<file path="config.mk">
export PLATFORM = sky130hd
export DESIGN_NAME = life_board_engine_flat
export DESIGN_NICKNAME = d
export VERILOG_FILES = /design/src/rtl/life_if.sv /design/src/rtl/life_board_engine.sv /design/src/flat_wrapper.sv
export SDC_FILE = /design/constraint.sdc
export NUM_CORES = 1
export LEC_CHECK = 0
export ABC_AREA = 1
export BUFFER_PORTS_ARGS = -buffer_cell sky130_fd_sc_hd__buf_2
export CORE_UTILIZATION = 40
export DETAILED_ROUTE_END_ITERATION = 10
export PLACE_DENSITY = 0.64
export SKIP_LAST_GASP = 1
export SYNTH_ARGS = -nofsm -noshare
export SYNTH_HDL_FRONTEND = slang
export SYNTH_SLANG_ARGS = --single-unit
</file>
<file path="constraint.sdc">
create_clock -name clk -period 7.7 [get_ports clk]
set_input_delay 1.54 -clock clk [delete_from_list [all_inputs] [get_ports clk]]
set_output_delay 1.54 -clock clk [all_outputs]
set_load 0.005 [all_outputs]
</file>
<file path="src/rtl/life_if.sv">
// life_if: control, display-read and status bundle for life_board_engine.
interface life_if #(
  parameter int BIT_WIDTH  = 3,
  parameter int BIT_HEIGHT = 3
);
  logic                           run;
  logic                           frame_tick;
  logic                           step;
  logic                           seed_load;
  logic [BIT_WIDTH-1:0]           rd_x;
  logic [BIT_HEIGHT-1:0]          rd_y;
  logic                           rd_cell;
  logic                           busy;
  logic                           gen_done;
  logic [15:0]                    gen_count;
  logic [BIT_WIDTH+BIT_HEIGHT:0]  population;
  modport master (
    output run, frame_tick, step, seed_load, rd_x, rd_y,
    input  rd_cell, busy, gen_done, gen_count, population
  );
  modport slave (
    input  run, frame_tick, step, seed_load, rd_x, rd_y,
    output rd_cell, busy, gen_done, gen_count, population
  );
endinterface

</file>
<file path="src/rtl/life_board_engine.sv">
// life_board_engine: Game of Life (B3/S23) engine, one cell per cycle from a snapshot board.
// Define LIFE_WRAP_EN for a toroidal board; otherwise off-board neighbours are dead.
module life_board_engine #(
  parameter int BIT_WIDTH  = 3,
  parameter int BIT_HEIGHT = 3,
  parameter logic [2**(BIT_WIDTH+BIT_HEIGHT)-1:0] SEED = '0
) (
  input logic   clk,
  input logic   reset,
  life_if.slave bus
);
  localparam int IW = BIT_WIDTH + BIT_HEIGHT;
  localparam int N  = 2**IW;
  localparam logic [1:0] IDLE = 2'd0;
  localparam logic [1:0] EVAL = 2'd1;
  localparam logic [1:0] DONE = 2'd2;
  logic [1:0]            state;
  logic [N-1:0]          cur, prev;
  logic [IW-1:0]         idx;
  logic [IW:0]           acc, population;
  logic [15:0]           gen_count;
  logic [BIT_WIDTH-1:0]  x, nx;
  logic [BIT_HEIGHT-1:0] y, ny;
  logic [3:0]            nbr;
  logic                  ok, new_cell, start;
  assign x = idx[BIT_WIDTH-1:0];
  assign y = idx[IW-1:BIT_WIDTH];
  // Coordinates wrap naturally in their own width; the flat build masks the off-board ones.
  always_comb begin
    nbr = '0;
    nx  = '0;
    ny  = '0;
    ok  = 1'b0;
    for (int dy = -1; dy <= 1; dy++)
      for (int dx = -1; dx <= 1; dx++)
        if (dx != 0 || dy != 0) begin
          nx = x + BIT_WIDTH'(dx);
          ny = y + BIT_HEIGHT'(dy);
`ifdef LIFE_WRAP_EN
          ok = 1'b1;
`else
          ok = !((dx < 0 && x == '0) || (dx > 0 && x == '1) ||
                 (dy < 0 && y == '0) || (dy > 0 && y == '1));
`endif
          nbr = nbr + 4'(ok & prev[{ny, nx}]);
        end
  end
  assign new_cell = prev[idx] ? (nbr == 4'd2 || nbr == 4'd3) : (nbr == 4'd3);
  assign start    = (bus.frame_tick & bus.run) | bus.step;
  always_ff @(posedge clk) begin
    if (reset) begin
      cur        <= SEED;
      prev       <= '0;
      state      <= IDLE;
      idx        <= '0;
      acc        <= '0;
      gen_count  <= '0;
      population <= '0;
    end else if (state == IDLE) begin
      if (bus.seed_load) begin
        cur        <= SEED;
        gen_count  <= '0;
        population <= '0;
      end else if (start) begin
        prev  <= cur;
        idx   <= '0;
        acc   <= '0;
        state <= EVAL;
      end
    end else if (state == EVAL) begin
      cur[idx] <= new_cell;
      acc      <= acc + (IW+1)'(new_cell);
      idx      <= idx + IW'(1);
      if (idx == '1) state <= DONE;
    end else begin
      population <= acc;
      gen_count  <= gen_count + 16'd1;
      state      <= IDLE;
    end
  end
  assign bus.busy       = state != IDLE;
  assign bus.gen_done   = state == DONE;
  assign bus.gen_count  = gen_count;
  assign bus.population = population;
  assign bus.rd_cell    = bus.busy ? prev[{bus.rd_y, bus.rd_x}] : cur[{bus.rd_y, bus.rd_x}];
endmodule

</file>
<file path="src/flat_wrapper.sv">
// flat-port wrapper written by rule: the top's interface ports become plain ports
module life_board_engine_flat 
#(
  parameter int BIT_WIDTH  = 3,
  parameter int BIT_HEIGHT = 3,
  parameter logic [2**(BIT_WIDTH+BIT_HEIGHT)-1:0] SEED = '0
)
  (clk, reset, bus_run, bus_frame_tick, bus_step, bus_seed_load, bus_rd_x, bus_rd_y, bus_rd_cell, bus_busy, bus_gen_done, bus_gen_count, bus_population);
  life_if #(.BIT_WIDTH(BIT_WIDTH), .BIT_HEIGHT(BIT_HEIGHT)) bus_i ();
  input logic clk;
  input logic reset;
  input wire logic [$bits(bus_i.run)-1:0] bus_run;
  input wire logic [$bits(bus_i.frame_tick)-1:0] bus_frame_tick;
  input wire logic [$bits(bus_i.step)-1:0] bus_step;
  input wire logic [$bits(bus_i.seed_load)-1:0] bus_seed_load;
  input wire logic [$bits(bus_i.rd_x)-1:0] bus_rd_x;
  input wire logic [$bits(bus_i.rd_y)-1:0] bus_rd_y;
  output wire logic [$bits(bus_i.rd_cell)-1:0] bus_rd_cell;
  output wire logic [$bits(bus_i.busy)-1:0] bus_busy;
  output wire logic [$bits(bus_i.gen_done)-1:0] bus_gen_done;
  output wire logic [$bits(bus_i.gen_count)-1:0] bus_gen_count;
  output wire logic [$bits(bus_i.population)-1:0] bus_population;
  assign bus_i.run = bus_run;
  assign bus_i.frame_tick = bus_frame_tick;
  assign bus_i.step = bus_step;
  assign bus_i.seed_load = bus_seed_load;
  assign bus_i.rd_x = bus_rd_x;
  assign bus_i.rd_y = bus_rd_y;
  assign bus_rd_cell = bus_i.rd_cell;
  assign bus_busy = bus_i.busy;
  assign bus_gen_done = bus_i.gen_done;
  assign bus_gen_count = bus_i.gen_count;
  assign bus_population = bus_i.population;
  life_board_engine #(.BIT_WIDTH(BIT_WIDTH), .BIT_HEIGHT(BIT_HEIGHT), .SEED(SEED)) u_core (.clk(clk), .reset(reset), .bus(bus_i));
endmodule
</file>
==> impl_metrics.py, run 1 <==
metrics = {
    "status": {
        "status": "completed",
    },
    "logic_synthesis": {
        "synth_top_flop_cell": "sky130_fd_sc_hd__dfxtp_1",
        "synth-seq-area-share_pct": 32.7,
        "postSynthRegisterBits": 166,
        "synth_async_sr_flop_share_pct": 0,
        "synth_net_count": 1679,
        "synth_cell_types": 39,
        "synth_enable_flop_cells": 0,
        "netlist_area_um2": 10200,
        "yosysWarningCount": 0,
        "netlist_instances": 1648,
        "synthesis.area_per_instance_um2": 6.17,
    },
    "hold_path": {
        "timing.hold.worst.class": "flop to flop",
    },
    "global_routing": {
        "number_of_global_route_vias_before_repair": 9656,
        "grt_max_degree": 118,
        "grt_antenna_before_repair": 0,
        "wire_length_of_the_first_global_routing_pass_mm": 52.7,
        "global_route.usage.total_pct": 25.7,
        "globalRoute.totalOverflow": 0,
    },
    "sta": {
        "max-slew-margin-rel_pct": 28.1,
        "timing.clock.skew_ps": 16.3,
        "grt_setup_unrepaired": "false",
        "tightestPinTransition_ps": 1080,
        "final_hold_viol_count": 0,
        "final.period_utilization_pct": 90.7,
        "maxClockFrequency_mhz": 143,
        "slew_violations": 0,
        "fin_setup_tns_ps": 0,
        "whs_ps": 463,
        "report.final.setup_viol": 0,
        "finalCriticalPeriod_ps": 6980,
    },
    "route": {
        "detail_route.wirelength_mm": 32.8,
        "drt_iter0_markers": 999,
        "detailed_route_wire_length_per_cell_um": 16.8,
        "remaining_drc_errors": 0,
        "first_pass_iters": 5,
        "avgViaCountPerCell": 5.51,
        "ant_nets": 0,
        "dr_total_vias": 10800,
    },
    "cts": {
        "clock_tree_from_tritoncts": "built",
        "post_cts_resize_count": 0,
        "postCtsHoldBufs": 0,
        "cts_buffers": 17,
        "numClockSinks": 166,
        "clk_path_buf_depth": 2,
        "postCtsSetupBuffers": 0,
        "clkSlewWorstSetupHoldPaths_ps": 70,
        "later_pin_clock_latency_in_the_skew_report_ps": 440,
        "ctsHtreeMaxLevel": 4,
        "clock-root-buffer": "sky130_fd_sc_hd__clkbuf_16",
    },
    "floorplanning": {
        "effective_utilization_at_floorplan_pct": 40.6,
        "core_area_um2": 25000,
        "die_span_x_um": 161,
        "floorplan.die.height_um": 161,
        "core.rowCount": 58,
        "dieArea_um2": 26100,
        "i_o_pins": 38,
    },
    "layout": {
        "layoutNonFillerInstCount": 1958,
        "num_antenna_cells": 0,
        "synthToLayoutAreaGrowth_pct": 8.34,
        "final_layout_size_suffix_gt1_share_pct": 7.19,
        "postLayoutCoreUtil_pct": 44.0,
        "num-nets-final": 1646,
    },
    "critical_path": {
        "timing.critical_path.slowest_cell_delay_ps": 750,
        "timing.critical_path.to_type": "flop",
        "largest_fanout_of_any_net_on_the_critical_path": 34,
        "crit_path_top_delay_cell": "sky130_fd_sc_hd__clkinv_1",
        "critPathRequiredTime_ps": 8050,
        "critPathLaunchType": "flop",
        "crit_arrival_ps": 7330,
        "criticalPathCategory": "flop to flop",
    },
    "pwr": {
        "design_power_total_uw": 2260,
        "p_leak_uw": 0.00454,
        "max-vdd-ir-drop_mv": 0.120,
        "power_density_nw_per_um2": 205,
    },
    "placed_design": {
        "placedCellCount": 1926,
        "gp_congestion": 0.958,
        "place.detailed.hpwl_mm": 21.9,
        "io_buffers": 37,
    },
    "flow_run": {
        "drv.max_cap_violation_count": 0,
    },
}
-- layout by cell type, fill, tap and decap left out, types with 2 or more instances in the layout --
master                      count
sky130_fd_sc_hd__nand2_1      402
sky130_fd_sc_hd__a21oi_1      205
sky130_fd_sc_hd__o21ai_0      200
sky130_fd_sc_hd__dfxtp_1      165
sky130_fd_sc_hd__nor2_1       156
sky130_fd_sc_hd__nand3_1      151
sky130_fd_sc_hd__inv_1        140
sky130_fd_sc_hd__buf_2         37
sky130_fd_sc_hd__o211ai_1      20
sky130_fd_sc_hd__nor3_1        17
sky130_fd_sc_hd__clkbuf_16     17
sky130_fd_sc_hd__ha_1          15
sky130_fd_sc_hd__or2_2         13
sky130_fd_sc_hd__buf_4         12
sky130_fd_sc_hd__a21oi_2       10
sky130_fd_sc_hd__clkinv_1       8
sky130_fd_sc_hd__inv_2          5
sky130_fd_sc_hd__nand4_1        5
sky130_fd_sc_hd__nor3b_1        4
sky130_fd_sc_hd__fa_1           4
sky130_fd_sc_hd__clkinv_4       4
sky130_fd_sc_hd__inv_8          4
sky130_fd_sc_hd__nor2_2         3
sky130_fd_sc_hd__inv_6          3
sky130_fd_sc_hd__and2_1         2
sky130_fd_sc_hd__a221oi_1       2
sky130_fd_sc_hd__o21a_1         2
sky130_fd_sc_hd__and3_1         2
sky130_fd_sc_hd__xor2_1         2
sky130_fd_sc_hd__bufinv_16      2
-- metal layers --
layer | global-route usage (%) | wire (um) | up-vias
met5 | 0 | 0 | -
met4 | 8.58 | 683 | 0
met3 | 2.95 | 2110 | 41
met2 | 40.1 | 14800 | 363
met1 | 36.5 | 15200 | 5024
li1 | - | - | 5354
-- critical path: cells and delay by family (launching register included) --
| family | cells | cell delay (ps) |
|---|---|---|
| and+or+nand+nor | 9 | 1000 |
| adders and majority gates | 8 | 2940 |
| AOI/OAI and AO/OA | 4 | 830 |
| DFF | 1 | 590 |
| buffers and inverters | 6 | 1540 |
-- cell type report --
cell class | count | area (um2)
clock buffer | 17 | 425
clock inverter | 15 | 188
fill | 2676 | 14000
inverter | 153 | 574
multi-input combinational | 1228 | 5820
sequential | 166 | 3320
tap | 330 | 413
timing repair buffer | 49 | 275
-- worst paths after layout --
path / slack [ps] / startpoint / depth (start not counted) / endpoint
max reg2reg: 720 / u_core.idx[1] / 27 / u_core.acc[4]
min: 460 / u_core.bus.population[3] / 2 / u_core.bus.population[3]
min reg2reg: 460 / u_core.bus.population[3] / 2 / u_core.bus.population[3]
max: 720 / u_core.idx[1] / 27 / u_core.acc[4]
-- logic make-up after synthesis --
kind of cell,synth area share [%]
compound gates,23.1
xor+xnor,0.418
fa+ha+maj,2.63
buf+inv,10.3
flops,32.7
simple gates,30.9
-- where the power goes --
part	internal [uW]	switching, uW
registers	886	29.4
logic	121	323
clock network	494	409
-- metrics by stage --
stage | worst slack (ps) | area (um2)
3_5_place_dp | 811 | 10400
2_1_floorplan | 1870 | 10200
3_3_place_gp | 937 | 10400
5_1_grt | 62.7 | 11000
4_1_cts | 778 | 11000
6_report | 716 | 11000
-- cells in the mapped netlist, types with 2 or more instances --
master	count	area [um2]
sky130_fd_sc_hd__a21oi_1	205	1030
sky130_fd_sc_hd__ha_1	15	188
sky130_fd_sc_hd__clkinv_1	8	30.0
sky130_fd_sc_hd__buf_6	8	90.1
sky130_fd_sc_hd__dfxtp_1	166	3320
sky130_fd_sc_hd__clkbuf_1	67	251
sky130_fd_sc_hd__buf_2	19	95.1
sky130_fd_sc_hd__inv_2	4	15.0
sky130_fd_sc_hd__nand4_1	5	31.3
sky130_fd_sc_hd__and3_1	2	12.5
sky130_fd_sc_hd__buf_4	2	15.0
sky130_fd_sc_hd__a221oi_1	2	17.5
sky130_fd_sc_hd__o21ai_0	200	1000
sky130_fd_sc_hd__and2_1	2	12.5
sky130_fd_sc_hd__nor3b_1	4	30.0
sky130_fd_sc_hd__nor2_2	3	18.8
sky130_fd_sc_hd__buf_1	5	18.8
sky130_fd_sc_hd__nor3_1	17	85.1
sky130_fd_sc_hd__inv_1	141	529
sky130_fd_sc_hd__nand2_1	403	1510
sky130_fd_sc_hd__o21a_1	2	15.0
sky130_fd_sc_hd__fa_1	4	80.1
sky130_fd_sc_hd__nor2_1	157	589
sky130_fd_sc_hd__xor2_1	2	17.5
sky130_fd_sc_hd__or2_2	13	81.3
sky130_fd_sc_hd__nand3_1	151	756
sky130_fd_sc_hd__a21oi_2	10	87.6
sky130_fd_sc_hd__o211ai_1	20	150
-- sequential cells by signal (all words and copies together) (netlist names) --
| register | flops |
|---|---|
| u_core.cur | 64 |
| u_core.bus.population | 7 |
| u_core.prev | 64 |
| u_core.acc | 7 |
| u_core.idx | 6 |
| u_core.state | 2 |
| u_core.bus.gen_count | 16 |
Note: power is estimated with default switching activity, not from simulation.
==> run 2: changes to the inputs <==
--- a/constraint.sdc
+++ b/constraint.sdc
@@ -3,2 +3,2 @@
 set_output_delay 1.54 -clock clk [all_outputs]
-set_load 0.005 [all_outputs]
+set_load 0.1 [all_outputs]
==> run 2 against run 1 <==
Compared with the run above:
- combinational power grew 2%
- worst setup slack gained 8.4 ps
- via count shrank 0.28%
- register-to-register slack is essentially flat
- wire length grew 0.38%
- non-clock buffer count is the same
- sequential share of layout area grew 0.055 points
- final cell count shrank 0.10%
- global-route usage grew 0.084 points
- final area shrank 0.18%
- largest cell class unchanged
==> impl_metrics.py, run 2 (synthesis gave the netlist of run 1 again) <==
metrics = {
    "placed_design": {
        "place.detailed.hpwl_mm": 21.8,
        "io_buffers": 37,
        "gp_congestion": 0.960,
        "worst_slack_at_placement_ps": 804,
    },
    "critical_path": {
        "critPathLaunchType": "flop",
        "crit_arrival_ps": 7320,
        "largest_fanout_of_any_net_on_the_critical_path": 34,
        "r2r_cells": 27,
        "ff2ff_setup_slack_ps": 720,
        "critPathRequiredTime_ps": 8050,
        "timing.critical_path.to_type": "flop",
        "criticalPathCategory": "flop to flop",
    },
    "cts": {
        "post_cts_resize_count": 0,
        "postCtsSetupBuffers": 0,
        "clock_tree_from_tritoncts": "built",
        "clock-root-buffer": "sky130_fd_sc_hd__clkbuf_16",
        "cts_buffers": 17,
        "numClockSinks": 166,
        "postCtsHoldBufs": 0,
        "ctsHtreeMaxLevel": 4,
        "clk_path_buf_depth": 2,
        "later_pin_clock_latency_in_the_skew_report_ps": 430,
        "clkSlewWorstSetupHoldPaths_ps": 70,
    },
    "layout": {
        "synthToLayoutAreaGrowth_pct": 8.14,
        "layout_top_registers": "u_core.cur (64), u_core.prev (64), u_core.bus.gen_count (16)",
        "final.fill_count": 2649,
        "num_antenna_cells": 0,
        "num-nets-final": 1646,
        "commonest_non_fill_non_tap_cell_in_the_layout": "sky130_fd_sc_hd__nand2_1",
        "final_layout_size_suffix_gt1_share_pct": 6.95,
        "layout.cells.most_common_list": "402 x sky130_fd_sc_hd__nand2_1, 205 x sky130_fd_sc_hd__a21oi_1, 200 x sky130_fd_sc_hd__o21ai_0",
    },
    "flow_run": {
        "drv.max_cap_violation_count": 0,
    },
    "global_routing": {
        "grt_antenna_before_repair": 0,
        "global_route.usage.total_pct": 25.8,
        "globalRoute.totalOverflow": 0,
        "number_of_global_route_vias_before_repair": 9681,
        "wire_length_of_the_first_global_routing_pass_mm": 52.9,
        "grt_max_degree": 118,
    },
    "floorplanning": {
        "core_area_um2": 25000,
        "i_o_pins": 38,
        "floorplan.die.height_um": 161,
        "die_span_x_um": 161,
        "effective_utilization_at_floorplan_pct": 40.6,
        "core.rowCount": 58,
        "dieArea_um2": 26100,
    },
    "hold_path": {
        "min_delay_path_depth": 2,
        "timing.hold.worst.class": "flop to flop",
    },
    "route": {
        "detailed_route_wire_length_per_cell_um": 16.8,
        "dr_total_vias": 10800,
        "drt_iter0_markers": 1042,
        "remaining_drc_errors": 0,
        "detail_route.wirelength_mm": 32.9,
        "first_pass_iters": 5,
        "ant_nets": 0,
        "avgViaCountPerCell": 5.50,
    },
    "pwr": {
        "cell_internal_pwr_uw": 1530,
        "p_leak_uw": 0.00451,
        "max-vdd-ir-drop_mv": 0.134,
        "swShare_pct": 32.4,
        "clock_power_share_pct": 39.4,
        "power_density_nw_per_um2": 205,
        "netSwitchingPower_uw": 733,
        "share_comb_of_total_power_pct": 20.1,
        "sequentialPowerShare_pct": 40.5,
    },
    "sta": {
        "grt_setup_unrepaired": "false",
        "slew_violations": 0,
        "maxClockFrequency_mhz": 143,
        "report.final.setup_viol": 0,
        "fin_setup_tns_ps": 0,
        "timing.clock.skew_ps": 13.3,
        "max-slew-margin-rel_pct": 29.9,
        "final.period_utilization_pct": 90.6,
        "tightestPinTransition_ps": 1050,
        "setup_slack_ps": 724,
        "finalCriticalPeriod_ps": 6980,
        "final_hold_viol_count": 0,
    },
    "status": {
        "status": "completed",
    },
}
-- run 2: worst paths after layout --
path	start	end
max	u_core.idx[1]	u_core.acc[4]
min	u_core.bus.population[4]	u_core.bus.population[4]
max reg2reg	u_core.idx[1]	u_core.acc[4]
min reg2reg	u_core.bus.population[4]	u_core.bus.population[4]
-- run 2: routing by layer --
layer / part of all wire (%) / vias up / global-route usage [%]
li1: - / 5339 / -
met1: 45 / 4973 / 35.9
met2: 44 / 390 / 39.5
met3: 7.3 / 50 / 4.24
met4: 3.1 / 0 / 9.99
met5: 0 / - / 0
-- run 2: through the flow --
| stage | cells | util [%] | power [uW] | cell area, um2 | hold slack, ps |
|---|---|---|---|---|---|
| CTS | 1956 | 43.9 | 2270 | 11000 | 469 |
| detailed placement | 1926 | 41.6 | 1380 | 10400 | 451 |
| global placement | 1926 | 41.6 | 1380 | 10400 | 448 |
| floorplan | 1648 | - | 1280 | 10200 | 445 |
| finish | 1956 | 43.9 | 2260 | 11000 | 464 |
| global route | 1956 | 43.9 | 2360 | 11000 | 486 |
-- run 2: layout make-up --
cell class,instances,area (um2),share of cell area [%]
Clock inverter,10,146,1.33
Multi-Input combinational cell,1228,5820,52.9
Sequential cell,166,3320,30.2
Timing Repair Buffer,49,275,2.50
Clock buffer,20,447,4.06
Inverter,153,574,5.22
Tap cell,330,413,3.75
-- run 2: power by group through the flow --
stage                     sequential [uW]  combinational (uW)  clock, uW
after floorplan                       921                 359          0
after global routing                  919                 510        935
after detailed placement              933                 448          0
final                                 916                 454        890
after CTS                             914                 450        902
after global placement                933                 445          0
-- run 2: worst max-delay path, cell delays in order (launching register included) --
cell	delay, ps
sky130_fd_sc_hd__dfxtp_1	600
sky130_fd_sc_hd__inv_1	310
sky130_fd_sc_hd__ha_1	360
sky130_fd_sc_hd__buf_4	300
sky130_fd_sc_hd__clkinv_1	770
sky130_fd_sc_hd__o211ai_1	490
sky130_fd_sc_hd__nand3_1	110
sky130_fd_sc_hd__nand2_1	120
sky130_fd_sc_hd__nand2_1	60
sky130_fd_sc_hd__nand3_1	80
sky130_fd_sc_hd__a21oi_1	110
sky130_fd_sc_hd__fa_1	540
sky130_fd_sc_hd__inv_1	50
sky130_fd_sc_hd__fa_1	530
sky130_fd_sc_hd__inv_1	50
sky130_fd_sc_hd__fa_1	470
sky130_fd_sc_hd__ha_1	240
sky130_fd_sc_hd__fa_1	490
sky130_fd_sc_hd__o21ai_0	80
sky130_fd_sc_hd__a21oi_1	140
sky130_fd_sc_hd__nand2_2	80
sky130_fd_sc_hd__inv_1	80
sky130_fd_sc_hd__ha_1	150
sky130_fd_sc_hd__ha_1	200
sky130_fd_sc_hd__and3_1	190
sky130_fd_sc_hd__nand2_1	70
sky130_fd_sc_hd__nand2_1	50
sky130_fd_sc_hd__nor3b_1	160
==> run 3: changes to the inputs <==
Settings changed: CTS_CLUSTER_DIAMETER set to 100, PLACE_DENSITY 0.64 to 0.58.
==> run 3 against run 2 <==
Compared with the run above:
- final cell count unchanged
- first-iteration DRC count up 13%
- register-to-register slack better by 250 ps
- die area is the same
- final area shrank 0.32%
- hold slack lost 4.1 ps
- global-route usage is 0.10 points higher
==> impl_metrics.py, run 3 (synthesis gave the netlist of run 1 again) <==
metrics = {
    "status": {
        "status": "completed",
    },
    "layout": {
        "final.fill_count": 2682,
        "fin_area_um2": 11000,
        "final_layout_size_suffix_gt1_share_pct": 7.07,
        "num-nets-final": 1644,
        "multiInputGateArea_um2": 5820,
        "num_antenna_cells": 0,
        "layout.cells.most_common_list": "402 x sky130_fd_sc_hd__nand2_1, 205 x sky130_fd_sc_hd__a21oi_1, 200 x sky130_fd_sc_hd__o21ai_0",
        "area.sequential_um2": 3320,
        "synthToLayoutAreaGrowth_pct": 7.80,
        "commonest_non_fill_non_tap_cell_in_the_layout": "sky130_fd_sc_hd__nand2_1",
        "layout_top_registers": "u_core.cur (64), u_core.prev (64), u_core.bus.gen_count (16)",
    },
    "flow_run": {
        "drv.max_cap_violation_count": 0,
    },
    "hold_path": {
        "holdPathEnd": "u_core.bus.population[3]",
        "timing.hold.worst.class": "flop to flop",
        "min_delay_path_depth": 2,
        "worstHoldStart": "u_core.bus.population[3]",
    },
    "placed_design": {
        "place.detailed.hpwl_mm": 21.5,
        "io_buffers": 37,
        "gp_congestion": 0.956,
        "placement.cell_area_um2": 10400,
    },
    "critical_path": {
        "r2r_cells": 27,
        "ff2ff_setup_slack_ps": 980,
        "critPathLaunchType": "flop",
        "crit_arrival_ps": 7080,
        "largest_fanout_of_any_net_on_the_critical_path": 34,
        "critPathRequiredTime_ps": 8060,
        "criticalPathCategory": "flop to flop",
        "reg2reg_to": "u_core.acc[4]",
        "worst_r2r_startpoint": "u_core.idx[1]",
        "timing.critical_path.to_type": "flop",
    },
    "cts": {
        "postCtsHoldBufs": 0,
        "clock_tree_from_tritoncts": "built",
        "later_pin_clock_latency_in_the_skew_report_ps": 450,
        "postCtsSetupBuffers": 0,
        "clkSlewWorstSetupHoldPaths_ps": 70,
        "ctsHtreeMaxLevel": 4,
        "clk_path_buf_depth": 2,
        "numClockSinks": 166,
        "cts_buffers": 17,
        "clock-root-buffer": "sky130_fd_sc_hd__clkbuf_16",
    },
    "pwr": {
        "power_density_nw_per_um2": 203,
        "share_comb_of_total_power_pct": 20.2,
        "cell_internal_pwr_uw": 1460,
        "swShare_pct": 34.4,
        "clock_power_share_pct": 38.7,
        "netSwitchingPower_uw": 767,
        "sequentialPowerShare_pct": 41.1,
        "max-vdd-ir-drop_mv": 0.125,
        "design_power_total_uw": 2230,
        "p_leak_uw": 0.00450,
    },
    "floorplanning": {
        "dieArea_um2": 26100,
        "i_o_pins": 38,
        "core_area_um2": 25000,
        "floorplan.die.height_um": 161,
        "die_span_x_um": 161,
        "effective_utilization_at_floorplan_pct": 40.6,
        "core.rowCount": 58,
    },
    "global_routing": {
        "grt_max_degree": 117,
        "global_route.usage.total_pct": 25.9,
        "number_of_global_route_vias_before_repair": 9331,
        "wire_length_of_the_first_global_routing_pass_mm": 53.0,
        "grt_antenna_before_repair": 0,
        "globalRoute.totalOverflow": 0,
    },
    "sta": {
        "grt_setup_unrepaired": "false",
        "report.final.setup_viol": 0,
        "slew_violations": 0,
        "tightestPinTransition_ps": 1050,
        "max-slew-margin-rel_pct": 30.0,
        "fin_setup_tns_ps": 0,
        "finalCriticalPeriod_ps": 6720,
        "final.period_utilization_pct": 87.3,
        "final_hold_viol_count": 0,
        "maxClockFrequency_mhz": 149,
        "timing.clock.skew_ps": 17.5,
    },
    "route": {
        "ant_nets": 0,
        "dr_total_vias": 10500,
        "detail_route.wirelength_mm": 33.2,
        "remaining_drc_errors": 0,
        "first_pass_iters": 5,
        "detailed_route_wire_length_per_cell_um": 17.0,
        "avgViaCountPerCell": 5.39,
        "drt_iter0_markers": 1175,
    },
}
## run 3: what timing repair did
action,4_1_cts,5_1_grt
setup endpoints to repair,0,1
gates resized for setup,0,1
endpoints found under the hold margin,0,0
## run 3: worst max-delay path by stage
stage,start,end,slack [ps]
final,u_core.idx[1],u_core.acc[4],980
after global routing,u_core.idx[1],u_core.acc[4],310
after CTS,u_core.idx[1],u_core.acc[4],680
after detailed placement,u_core.idx[1],u_core.acc[4],730
after global placement,u_core.idx[1],u_core.acc[4],840
after floorplan,u_core.idx[0],u_core.acc[4],1870
## run 3: layout make-up
| type | count | area share [%] |
|---|---|---|
| Timing Repair Buffer | 47 | 2.37 |
| Clock inverter | 14 | 1.28 |
| Sequential cell | 166 | 30.3 |
| Inverter | 153 | 5.27 |
| Tap cell | 330 | 3.76 |
| Clock buffer | 18 | 3.91 |
| Multi-Input combinational cell | 1228 | 53.1 |
## run 3: through the flow
stage	std cells	util (%)	worst slack [ps]	hold WS, ps
finish	1956	43.8	978	460
global route	1956	43.8	312	477
CTS	1956	43.8	678	466
detailed placement	1924	41.5	734	455
global placement	1924	41.5	841	448
floorplan	1648	-	1870	445
## run 3: metal layers
layer  routed length, um  GRT usage [%]
met2               14700           40.5
met4                 682           7.50
met3                1850           3.52
met1               15900           36.8
met5                   0              0
## run 3: power groups by stage
stage | sequential, uW | clock (uW) | combinational (uW)
final | 917 | 862 | 451
after detailed placement | 935 | 0 | 444
after global routing | 921 | 912 | 507
after floorplan | 921 | 0 | 359
after CTS | 915 | 880 | 447
after global placement | 935 | 0 | 443
## run 3: critical path, stage by stage (launching register included)
cell and delay (ps):
sky130_fd_sc_hd__dfxtp_1 630, sky130_fd_sc_hd__inv_1 330, sky130_fd_sc_hd__ha_1 370, sky130_fd_sc_hd__buf_4 300, sky130_fd_sc_hd__clkinvlp_4 540, sky130_fd_sc_hd__o211ai_1 380
sky130_fd_sc_hd__nand3_1 110, sky130_fd_sc_hd__nand2_1 140, sky130_fd_sc_hd__nand2_1 70, sky130_fd_sc_hd__nand3_1 110, sky130_fd_sc_hd__a21oi_1 100, sky130_fd_sc_hd__fa_1 540
sky130_fd_sc_hd__inv_1 50, sky130_fd_sc_hd__fa_1 520, sky130_fd_sc_hd__inv_1 50, sky130_fd_sc_hd__fa_1 470, sky130_fd_sc_hd__ha_1 230, sky130_fd_sc_hd__fa_1 480
sky130_fd_sc_hd__o21ai_0 80, sky130_fd_sc_hd__a21oi_1 160, sky130_fd_sc_hd__nand2_2 80, sky130_fd_sc_hd__inv_1 80, sky130_fd_sc_hd__ha_1 140, sky130_fd_sc_hd__ha_1 200
sky130_fd_sc_hd__and3_1 190, sky130_fd_sc_hd__nand2_1 70, sky130_fd_sc_hd__nand2_1 50, sky130_fd_sc_hd__nor3b_1 160
